## config.mk

```make
export PLATFORM = sky130hd
export DESIGN_NAME = edge_wave_gen_flat
export DESIGN_NICKNAME = d
export VERILOG_FILES = /design/src/rtl/edge_gen_pkg.sv /design/src/rtl/edge_wave_gen_if.sv /design/src/rtl/edge_len_counter.sv /design/src/rtl/edge_wave_gen.sv /design/src/flat_wrapper.sv
export SDC_FILE = /design/constraint.sdc
export NUM_CORES = 1
export LEC_CHECK = 0
export CAP_MARGIN = 5
export CELL_PAD_IN_SITES_DETAIL_PLACEMENT = 1
export CELL_PAD_IN_SITES_GLOBAL_PLACEMENT = 1
export CORE_MARGIN = 8
export CORE_UTILIZATION = 47
export DETAILED_ROUTE_END_ITERATION = 16
export PLACE_DENSITY = 0.89
export SETUP_SLACK_MARGIN = 0.3
export SLEW_MARGIN = 30
export SYNTH_ARGS = -nofsm -noshare
export SYNTH_HDL_FRONTEND = slang
export SYNTH_HIERARCHICAL = 1
export SYNTH_SLANG_ARGS = --single-unit
```

## constraint.sdc

```tcl
create_clock -name clk -period 5.2 [get_ports clk]
set_clock_uncertainty 0.2 [all_clocks]
set_input_delay 1.04 -clock clk [delete_from_list [all_inputs] [get_ports clk]]
set_output_delay 1.04 -clock clk [all_outputs]
set_load 0.05 [all_outputs]
```

## src/rtl/edge_gen_pkg.sv

```systemverilog
// Shared types and default widths for the programmable edge/pulse-train generator.
package edge_gen_pkg;

  localparam int EDGE_LEN_W = 8;
  localparam int EDGE_CNT_W = 8;

  typedef enum logic [1:0] {
    IDLE = 2'd0,
    HIGH = 2'd1,
    LOW  = 2'd2
  } edge_gen_state_e;

  typedef struct packed {
    logic [EDGE_LEN_W-1:0] high;
    logic [EDGE_LEN_W-1:0] low;
    logic [EDGE_CNT_W-1:0] count;
  } edge_cmd_t;

endpackage

```

## src/rtl/edge_wave_gen_if.sv

```systemverilog
// Command handshake bundle: the master issues a waveform command, the generator accepts it when ready.
interface edge_wave_gen_if #(
  parameter int LEN_W = 8,
  parameter int CNT_W = 8
);
  logic             cmd_valid_i;
  logic             cmd_ready_o;
  logic [LEN_W-1:0] cmd_high_i;
  logic [LEN_W-1:0] cmd_low_i;
  logic [CNT_W-1:0] cmd_count_i;

  modport master (
    output cmd_valid_i, cmd_high_i, cmd_low_i, cmd_count_i,
    input  cmd_ready_o
  );

  modport slave (
    input  cmd_valid_i, cmd_high_i, cmd_low_i, cmd_count_i,
    output cmd_ready_o
  );
endinterface

```

## src/rtl/edge_len_counter.sv

```systemverilog
// Loadable down-counter with a zero flag; times one high or low phase.
module edge_len_counter #(
  parameter int W = 8
) (
  input  logic         clk,
  input  logic         rstn,
  input  logic         load,
  input  logic [W-1:0] load_val,
  input  logic         dec,
  output logic [W-1:0] cnt,
  output logic         zero
);

  logic [W-1:0] cnt_reg;

  always_ff @(posedge clk or negedge rstn) begin
    if (!rstn) begin
      cnt_reg <= '0;
    end else if (load) begin
      cnt_reg <= load_val;
    end else if (dec && (cnt_reg != '0)) begin
      cnt_reg <= cnt_reg - W'(1);
    end
  end

  assign cnt  = cnt_reg;
  assign zero = (cnt_reg == '0);

endmodule

```

## src/rtl/edge_wave_gen.sv

```systemverilog
// Turns a (high, low, count) command into a registered serial waveform with
// cycle-aligned rising/falling markers, a busy flag and a completion pulse.
module edge_wave_gen
  import edge_gen_pkg::*;
#(
  parameter int LEN_W = EDGE_LEN_W,
  parameter int CNT_W = EDGE_CNT_W
) (
  input  logic            clk,
  input  logic            rstn,
  edge_wave_gen_if.slave  cmd,
  input  logic            abort_i,
  output logic            a_o,
  output logic            rising_edge_o,
  output logic            falling_edge_o,
  output logic            busy_o,
  output logic            done_o
);

  edge_gen_state_e  state_reg;
  logic [LEN_W-1:0] h_reg;
  logic [LEN_W-1:0] l_reg;
  logic [CNT_W-1:0] period_reg;
  logic             a_reg, rise_reg, fall_reg, busy_reg, done_reg;

  logic             handshake;
  logic [LEN_W-1:0] cmd_h, cmd_l;
  logic             last_period;
  logic             cnt_load, cnt_dec, cnt_zero, cnt_one;
  logic [LEN_W-1:0] cnt_load_val, cnt_val;

  // Zero-length phases are stretched to one cycle so every period is visible.
  assign cmd_h       = (cmd.cmd_high_i == '0) ? LEN_W'(1) : cmd.cmd_high_i;
  assign cmd_l       = (cmd.cmd_low_i  == '0) ? LEN_W'(1) : cmd.cmd_low_i;
  assign handshake   = (state_reg == IDLE) && cmd.cmd_valid_i;
  assign last_period = (period_reg == CNT_W'(1));
  assign cnt_one     = (cnt_val == LEN_W'(1));

  always_comb begin
    cnt_load     = 1'b0;
    cnt_load_val = '0;
    cnt_dec      = 1'b0;
    case (state_reg)
      IDLE: begin
        if (handshake && (cmd.cmd_count_i != '0)) begin
          cnt_load     = 1'b1;
          cnt_load_val = cmd_h - LEN_W'(1);
        end
      end
      HIGH: begin
        if (!abort_i) begin
          if (cnt_zero) begin
            cnt_load     = 1'b1;
            cnt_load_val = l_reg - LEN_W'(1);
          end else begin
            cnt_dec = 1'b1;
          end
        end
      end
      LOW: begin
        if (!abort_i) begin
          if (cnt_zero) begin
            cnt_load     = !last_period;
            cnt_load_val = h_reg - LEN_W'(1);
          end else begin
            cnt_dec = 1'b1;
          end
        end
      end
      default: ;
    endcase
  end

  edge_len_counter #(.W(LEN_W)) u_len_cnt (
    .clk      (clk),
    .rstn     (rstn),
    .load     (cnt_load),
    .load_val (cnt_load_val),
    .dec      (cnt_dec),
    .cnt      (cnt_val),
    .zero     (cnt_zero)
  );

  always_ff @(posedge clk or negedge rstn) begin
    if (!rstn) begin
      state_reg  <= IDLE;
      h_reg      <= '0;
      l_reg      <= '0;
      period_reg <= '0;
      a_reg      <= 1'b0;
      rise_reg   <= 1'b0;
      fall_reg   <= 1'b0;
      busy_reg   <= 1'b0;
      done_reg   <= 1'b0;
    end else begin
      rise_reg <= 1'b0;
      fall_reg <= 1'b0;
      done_reg <= 1'b0;
      case (state_reg)
        IDLE: begin
          if (handshake) begin
            h_reg      <= cmd_h;
            l_reg      <= cmd_l;
            period_reg <= cmd.cmd_count_i;
            if (cmd.cmd_count_i == '0) begin
              done_reg <= 1'b1;
            end else begin
              state_reg <= HIGH;
              a_reg     <= 1'b1;
              rise_reg  <= 1'b1;
              busy_reg  <= 1'b1;
            end
          end
        end
        HIGH: begin
          if (abort_i) begin
            state_reg <= IDLE;
            a_reg     <= 1'b0;
            fall_reg  <= a_reg;
            busy_reg  <= 1'b0;
          end else if (cnt_zero) begin
            state_reg <= LOW;
            a_reg     <= 1'b0;
            fall_reg  <= 1'b1;
            // A one-cycle low phase makes its first cycle also the last one.
            done_reg  <= last_period && (l_reg == LEN_W'(1));
          end
        end
        LOW: begin
          if (abort_i) begin
            state_reg <= IDLE;
            a_reg     <= 1'b0;
            fall_reg  <= a_reg;
            busy_reg  <= 1'b0;
          end else if (cnt_zero) begin
            period_reg <= period_reg - CNT_W'(1);
            if (last_period) begin
              state_reg <= IDLE;
              busy_reg  <= 1'b0;
            end else begin
              state_reg <= HIGH;
              a_reg     <= 1'b1;
              rise_reg  <= 1'b1;
            end
          end else begin
            done_reg <= last_period && cnt_one;
          end
        end
        default: state_reg <= IDLE;
      endcase
    end
  end

  assign cmd.cmd_ready_o = (state_reg == IDLE);
  assign a_o             = a_reg;
  assign rising_edge_o   = rise_reg;
  assign falling_edge_o  = fall_reg;
  assign busy_o          = busy_reg;
  assign done_o          = done_reg;

endmodule
```

## src/flat_wrapper.sv

```systemverilog
// flat-port wrapper written by rule: the top's interface ports become plain ports
module edge_wave_gen_flat import edge_gen_pkg::*;
#(
  parameter int LEN_W = EDGE_LEN_W,
  parameter int CNT_W = EDGE_CNT_W
)
  (clk, rstn, abort_i, a_o, rising_edge_o, falling_edge_o, busy_o, done_o, cmd_cmd_valid_i, cmd_cmd_high_i, cmd_cmd_low_i, cmd_cmd_count_i, cmd_cmd_ready_o);
  edge_wave_gen_if #(.LEN_W(LEN_W), .CNT_W(CNT_W)) cmd_i ();
  input  logic clk;
  input  logic rstn;
  input  logic abort_i;
  output logic a_o;
  output logic rising_edge_o;
  output logic falling_edge_o;
  output logic busy_o;
  output logic done_o;
  input wire logic [$bits(cmd_i.cmd_valid_i)-1:0] cmd_cmd_valid_i;
  input wire logic [$bits(cmd_i.cmd_high_i)-1:0] cmd_cmd_high_i;
  input wire logic [$bits(cmd_i.cmd_low_i)-1:0] cmd_cmd_low_i;
  input wire logic [$bits(cmd_i.cmd_count_i)-1:0] cmd_cmd_count_i;
  output wire logic [$bits(cmd_i.cmd_ready_o)-1:0] cmd_cmd_ready_o;
  assign cmd_i.cmd_valid_i = cmd_cmd_valid_i;
  assign cmd_i.cmd_high_i = cmd_cmd_high_i;
  assign cmd_i.cmd_low_i = cmd_cmd_low_i;
  assign cmd_i.cmd_count_i = cmd_cmd_count_i;
  assign cmd_cmd_ready_o = cmd_i.cmd_ready_o;
  edge_wave_gen #(.LEN_W(LEN_W), .CNT_W(CNT_W)) u_core (.clk(clk), .rstn(rstn), .cmd(cmd_i), .abort_i(abort_i), .a_o(a_o), .rising_edge_o(rising_edge_o), .falling_edge_o(falling_edge_o), .busy_o(busy_o), .done_o(done_o));
endmodule
```

==> results.txt, run 1 <==
status - complete, no violations
max-capacitance violation count - 0
worst skew pair latency - 0.29 ns
worst vdd ir - 0.0003013 V
vias in the first global route - 2829
share of layout cells above drive strength 1 - 11.24%
Syn Nets - 348
Nets - 378
Die Ht - 94.15 microns
Final min period - 4.006 ns
H-tree depth - 2
Worst Tran Pin Value - 0.6907 ns
warning count from the yosys run - 6
sequential area share after synthesis - 34.00%
DRC viols - 0
Num CTS Buffers - 5
Hold Path Origin - u_core/busy_o$_DFFE_PN0P_
RSZ-0062 raised after global routing - no
Max Freq - 249.6 MHz
Die Area - 8863 sq um
asr flop ratio synth - 100.0%
DP Worst Slack - 0.9666 ns
dpl cell area - 3253 sq um
gr usage total - 19.70%
FF-to-FF setup slack - 1.19 ns
Synth area leader - dfrtp_1
final max-slew violation count - 0
predominant post-synthesis flop cell - dfrtp_1
P per Cell Area - 578.5 nW/um^2
Avg WL per Cell - 20.05 microns
most frequent cells in the layout - dfrtp_1, clkdlybuf4s50_1, inv_1
CTS resizes - 0
EDFF count, synth - 0
leak pwr - 1.353 nW
fill count - 682
TNS Setup - 0 ns
Final WS setup - 1.194 ns
relative slew slack - 53.53%
worst setup path start - u_core/u_len_cnt/cnt[0]$_DFFE_PN0P_
via count - 2656
P&R area growth vs syn - 18.05%
design area - 3388 sq um
first-pass GRT wire length - 14070 microns
synthesized area - 2870 sq um
Yosys reg bits - 39
# Post-CTS Setup Buffers - 0
CP startpoint kind - register
Max Buffers Root-to-Sink - 2
Iter 0 DRT Violations - 150
IO buf count - 33
CP arrival - 3.98 ns
gpl congestion - 0.8772
Root Buffer Master - clkbuf_8
clock transition at the registers of the reported paths - 0.08 ns
Yosys cell types - 69
Area contributors post-synth - dfrtp_1, ha_1, mux2_2
Initial Util - 48.48%
Final Cycle Share - 77.05%
CP required - 5.18 ns
drt first pass iters - 4
Die W - 94.15 microns
Mapped Avg Cell Area - 9.349 sq um
Sink Count - 39
TritonCTS clock tree - yes
CP Capture Type - register
final setup fails - 0
DR vias/cell - 6.431
Antenna Violating Nets Remaining - 0
row cnt - 28
kind of critical path - reg -> reg
gr ovfl total - 0
Post-Route WL - 8280 microns
final core occ - 57.23%
most common cell after layout, fill and taps aside - dfrtp_1
core area - 5921 sq um
num ports - 34
DP HPWL - 6156 microns
Final Hold Viols - 0
R2R Path Start - u_core/u_len_cnt/cnt[0]$_DFFE_PN0P_
# diodes - 0
crit-path max FO - 14
CTS hold repair buffers - 0
Hold Path Class - reg -> reg
largest net degree at the start of global routing - 40
post-synthesis cell count - 307
post-synth top area share - 34.00%
initial antenna violation count - 0
synthesized netlist by cell type, types with 2 or more instances:
cell,count
buf_2,5
o21ai_1,4
nor3b_1,10
nor4_4,2
xor2_1,7
a211oi_1,6
mux2_2,13
o31a_1,2
a31oi_1,6
o21a_1,5
nor3_1,10
nand2b_1,5
a211o_1,3
o31ai_1,4
clkbuf_1,6
a21boi_0,2
nand3_1,3
mux2i_1,5
nor4b_1,2
or4_1,7
a22oi_1,7
nand2_1,9
nor2_1,17
dfrtp_1,39
nor4_1,10
ha_1,13
nand3b_1,2
o211ai_1,2
or3_1,4
or3b_2,2
or4_4,2
o22ai_1,2
o21ai_0,16
a21oi_1,16
nand4_1,3
a221o_1,2
inv_1,18
a222oi_1,2
o211a_1,4
layout make-up:
| type | instances | area (sq um) | share of cell area (%) |
|---|---|---|---|
| multi-input combinational | 237 | 1772 | 52.29 |
| tap | 75 | 93.84 | 2.770 |
| clock buffer | 6 | 72.57 | 2.142 |
| timing repair buffer | 35 | 342.8 | 10.12 |
| inverter | 19 | 71.32 | 2.105 |
| clock inverter | 2 | 60.06 | 1.773 |
| sequential | 39 | 975.9 | 28.80 |
worst paths after layout:
path,to,cells after the start
min in group asynchronous,u_core/period_reg[4]$_DFFE_PN0P_,1
min,u_core/busy_o$_DFFE_PN0P_,2
max in group asynchronous,u_core/u_len_cnt/cnt[6]$_DFFE_PN0P_,1
max,u_core/u_len_cnt/cnt[7]$_DFFE_PN0P_,10
min reg2reg,u_core/busy_o$_DFFE_PN0P_,2
max reg2reg,u_core/u_len_cnt/cnt[7]$_DFFE_PN0P_,10
logic make-up after synthesis:
| family | Yosys count | synth area share [%] |
|---|---|---|
| AO/OA/AOI/OAI | 96 | 23.45 |
| XOR/XNOR | 8 | 2.441 |
| adder cells (fa/ha/maj) | 13 | 5.667 |
| buffers and inverters | 31 | 4.271 |
| flip-flops | 39 | 34.00 |
| multiplexers | 18 | 6.844 |
| AND/OR/NAND/NOR | 102 | 23.32 |
routing by layer:
metal	routed length (microns)	up-vias	part of all wire [%]	GRT usage [%]
met1	3545	1351	43	24.19
li1	-	1241	-	-
met4	80	0	0.97	5.152
met5	0	-	0	0
met2	4267	55	52	34.41
met3	386	9	4.7	3.357
power breakdown:
part           internal (mW)  switching [mW]
clock network          0.192           0.109
registers              0.447           0.193
logic                  0.434           0.586
total                   1.07           0.887
stage by stage:
step	hold WS [ns]	instances	power (mW)
after floorplan	0.2706	307	1.346
after detailed placement	0.3167	405	1.641
after global routing	0.3682	413	2.100
after global placement	0.2941	405	1.582
final	0.3220	413	1.960
after CTS	0.3314	413	1.959
worst max-delay path, stage by stage, from the launching register on:
cell and delay [ns]:
dfrtp_1 0.44, inv_1 0.13, ha_1 0.21, or3b_2 0.51, nor2_1 0.54, nand3b_2 0.28
o21bai_1 0.26, o21ba_1 0.45, clkinv_1 0.40, o311a_1 0.24, a221o_1 0.25
Note: power is estimated with default switching activity, not from simulation.
==> inputs of run 2 (changes only) <==
Settings changed: CORE_UTILIZATION 47 to 39, PLACE_DENSITY 0.89 to 0.79.
Clock period 5.2 ns to 3.3 ns, I/O delays scaled along.
==> results.txt, run 2 (synthesis results as in run 1) <==
Worst path depth - 10 (unchanged)
final setup fails - 0 (unchanged)
Final Hold Viols - 0 (unchanged)
final max-slew violation count - 0 (unchanged)
largest net degree at the start of global routing - 40 (unchanged)
Hold Path Class - in -> async (was reg -> reg)
gpl congestion - 0.8658 (was 0.8772)
Nets - 397 (was 378)
relative slew slack - 56.64% (was 53.53%)
R2R Path Start - u_core/u_len_cnt/cnt[0]$_DFFE_PN0P_ (unchanged)
initial antenna violation count - 0 (unchanged)
gr ovfl total - 0 (unchanged)
worst skew pair latency - 0.31 ns (was 0.29 ns)
reg-to-reg endpoint - u_core/u_len_cnt/cnt[7]$_DFFE_PN0P_ (unchanged)
P&R area growth vs syn - 23.76% (was 18.05%)
fill count - 839 (was 682)
Post-Route WL - 8578 microns (was 8280 microns)
Worst Tran Pin Value - 0.6444 ns (was 0.6907 ns)
FF-to-FF setup slack - 0.47 ns (was 1.19 ns)
Sink Count - 39 (unchanged)
most common cell after layout, fill and taps aside - dfrtp_1 (unchanged)
Critical Path End - u_core/u_len_cnt/cnt[7]$_DFFE_PN0P_ (unchanged)
# diodes - 0 (unchanged)
status - complete, no violations (unchanged)
CP startpoint kind - register (unchanged)
DRC viols - 0 (unchanged)
cell family with the largest share of critical-path delay - simple AND/OR/NAND/NOR gates (unchanged)
Final WS setup - 0.4696 ns (was 1.194 ns)
Final min period - 2.830 ns (was 4.006 ns)
leak pwr - 1.437 nW (was 1.353 nW)
Register Area - 975.9 sq um (unchanged)
Iter 0 DRT Violations - 155 (was 150)
RSZ-0062 raised after global routing - no (unchanged)
drt first pass iters - 4 (unchanged)
most frequent cells in the layout - dfrtp_1, clkdlybuf4s50_1, buf_4 (was dfrtp_1, clkdlybuf4s50_1, inv_1)
CP max stage cell - or3b_2 (was nor2_1)
num ports - 34 (unchanged)
crit-path max FO - 5 (was 14)
Final Cycle Share - 85.77% (was 77.05%)
IO buf count - 33 (unchanged)
worst setup path start - u_core/u_len_cnt/cnt[0]$_DFFE_PN0P_ (unchanged)
worst vdd ir - 0.0003865 V (was 0.0003013 V)
CP Capture Type - register (unchanged)
CP Cell Sequence - inv_1, ha_1, or3b_2, nor2_4, buf_4, nand3b_1, nor4_1, nor2_1, a31oi_1, a221o_1 (was inv_1, ha_1, or3b_2, nor2_1, nand3b_2, o21bai_1, o21ba_1, clkinv_1, o311a_1, a221o_1)
Initial Util - 40.00% (was 48.48%)
max-capacitance violation count - 0 (unchanged)
via count - 2722 (was 2656)
DP Worst Slack - 0.1962 ns (was 0.9666 ns)
P per Cell Area - 852.1 nW/um^2 (was 578.5 nW/um^2)
Root Buffer Master - clkbuf_8 (unchanged)
row cnt - 31 (was 28)
design area - 3552 sq um (was 3388 sq um)
Avg WL per Cell - 18.85 microns (was 20.05 microns)
H-tree depth - 2 (unchanged)
gr usage total - 17.57% (was 19.70%)
DR vias/cell - 5.982 (was 6.431)
CP arrival - 2.86 ns (was 3.98 ns)
vias in the first global route - 2892 (was 2829)
Die Area - 10360 sq um (was 8863 sq um)
clock transition at the registers of the reported paths - 0.09 ns (was 0.08 ns)
Num CTS Buffers - 5 (unchanged)
area of the multi-input gates - 1813 sq um (was 1772 sq um)
worst r2r path cells - 10 (unchanged)
Die W - 101.8 microns (was 94.15 microns)
DP HPWL - 6365 microns (was 6156 microns)
TritonCTS clock tree - yes (unchanged)
worst path bufs/invs - 2 (unchanged)
share of layout cells above drive strength 1 - 18.26% (was 11.24%)
crit-path max cell delay - 0.52 ns (was 0.54 ns)
CP required - 3.33 ns (was 5.18 ns)
first-pass GRT wire length - 14460 microns (was 14070 microns)
Die Ht - 101.8 microns (was 94.15 microns)
dpl cell area - 3403 sq um (was 3253 sq um)
Max Buffers Root-to-Sink - 2 (unchanged)
kind of critical path - reg -> reg (unchanged)
Antenna Violating Nets Remaining - 0 (unchanged)
TNS Setup - 0 ns (unchanged)
core area - 7176 sq um (was 5921 sq um)
Max Freq - 353.3 MHz (was 249.6 MHz)
==> run 2: cell count changes in the layout (fill, tap and decap cells not counted), sizes merged <==
cell | previous run | this run
buf | 3 | 22
bufinv | 2 | 0
inv | 18 | 19
clkinv | 1 | 2
clkbuf | 6 | 5
==> run 2: power breakdown <==
group          total, mW  switching [mW]  internal [mW]
registers           1.01           0.308          0.704
clock network      0.329           0.184          0.145
logic               1.69           0.942          0.743
total               3.03            1.43           1.59
==> run 2: per-stage QoR <==
stage                     util, %  total power [mW]  cells  hold WS, ns
final                       49.50             3.027    455       0.1207
after global routing        49.50             3.276    455       0.1691
after CTS                   48.61             2.993    452       0.3150
after detailed placement    47.43             2.653    445       0.3209
after global placement      47.43             2.569    445       0.2935
after floorplan                 -             2.121    307       0.1644
==> run 2: what timing repair did <==
item / CTS / global route
gates cloned: 0 / 0
hold buffers: 0 / 0
hold endpoints to repair: 0 / 0
setup endpoints to repair: 4 / 7
pin swaps: 0 / 1
resized for setup: 1 / 9
buffers inserted: 0 / 3
==> run 2: how the worst min path moves through the flow <==
stage / endpoint / slack [ns] / cells after the start
floorplan: u_core/a_o$_DFFE_PN0P_ / 0.16 / 0
global placement: u_core/h_reg[7]$_DFFE_PN0P_ / 0.29 / 2
detailed placement: u_core/h_reg[7]$_DFFE_PN0P_ / 0.32 / 2
CTS: u_core/period_reg[3]$_DFFE_PN0P_ / 0.31 / 1
global route: u_core/period_reg[3]$_DFFE_PN0P_ / 0.17 / 1
finish: u_core/period_reg[3]$_DFFE_PN0P_ / 0.12 / 1
==> run 2: worst register-to-register path, cell delays in order (launching register included) <==
cell and delay [ns]:
dfrtp_1 0.41, inv_1 0.12, ha_1 0.20, or3b_2 0.52
nor2_4 0.16, buf_4 0.15, nand3b_1 0.21, nor4_1 0.33
nor2_1 0.08, a31oi_1 0.20, a221o_1 0.19
==> run 2: cell type report <==
class                           instances  area share (%)
Sequential cell                        39           27.47
Multi-Input combinational cell        237           51.04
Clock buffer                            5           1.937
Inverter                               19           2.008
Tap cell                               99           3.487
Timing Repair Buffer                   54           13.67
Clock inverter                          2          0.3875
==> run 2: per-layer routing <==
metal | part of all wire (%) | vias to the layer above | global-route usage (%)
met2 | 50 | 56 | 29.68
met3 | 4.5 | 13 | 3.986
met1 | 44 | 1375 | 21.65
met5 | 0 | - | 0
met4 | 1.8 | 0 | 5.155
li1 | - | 1278 | -
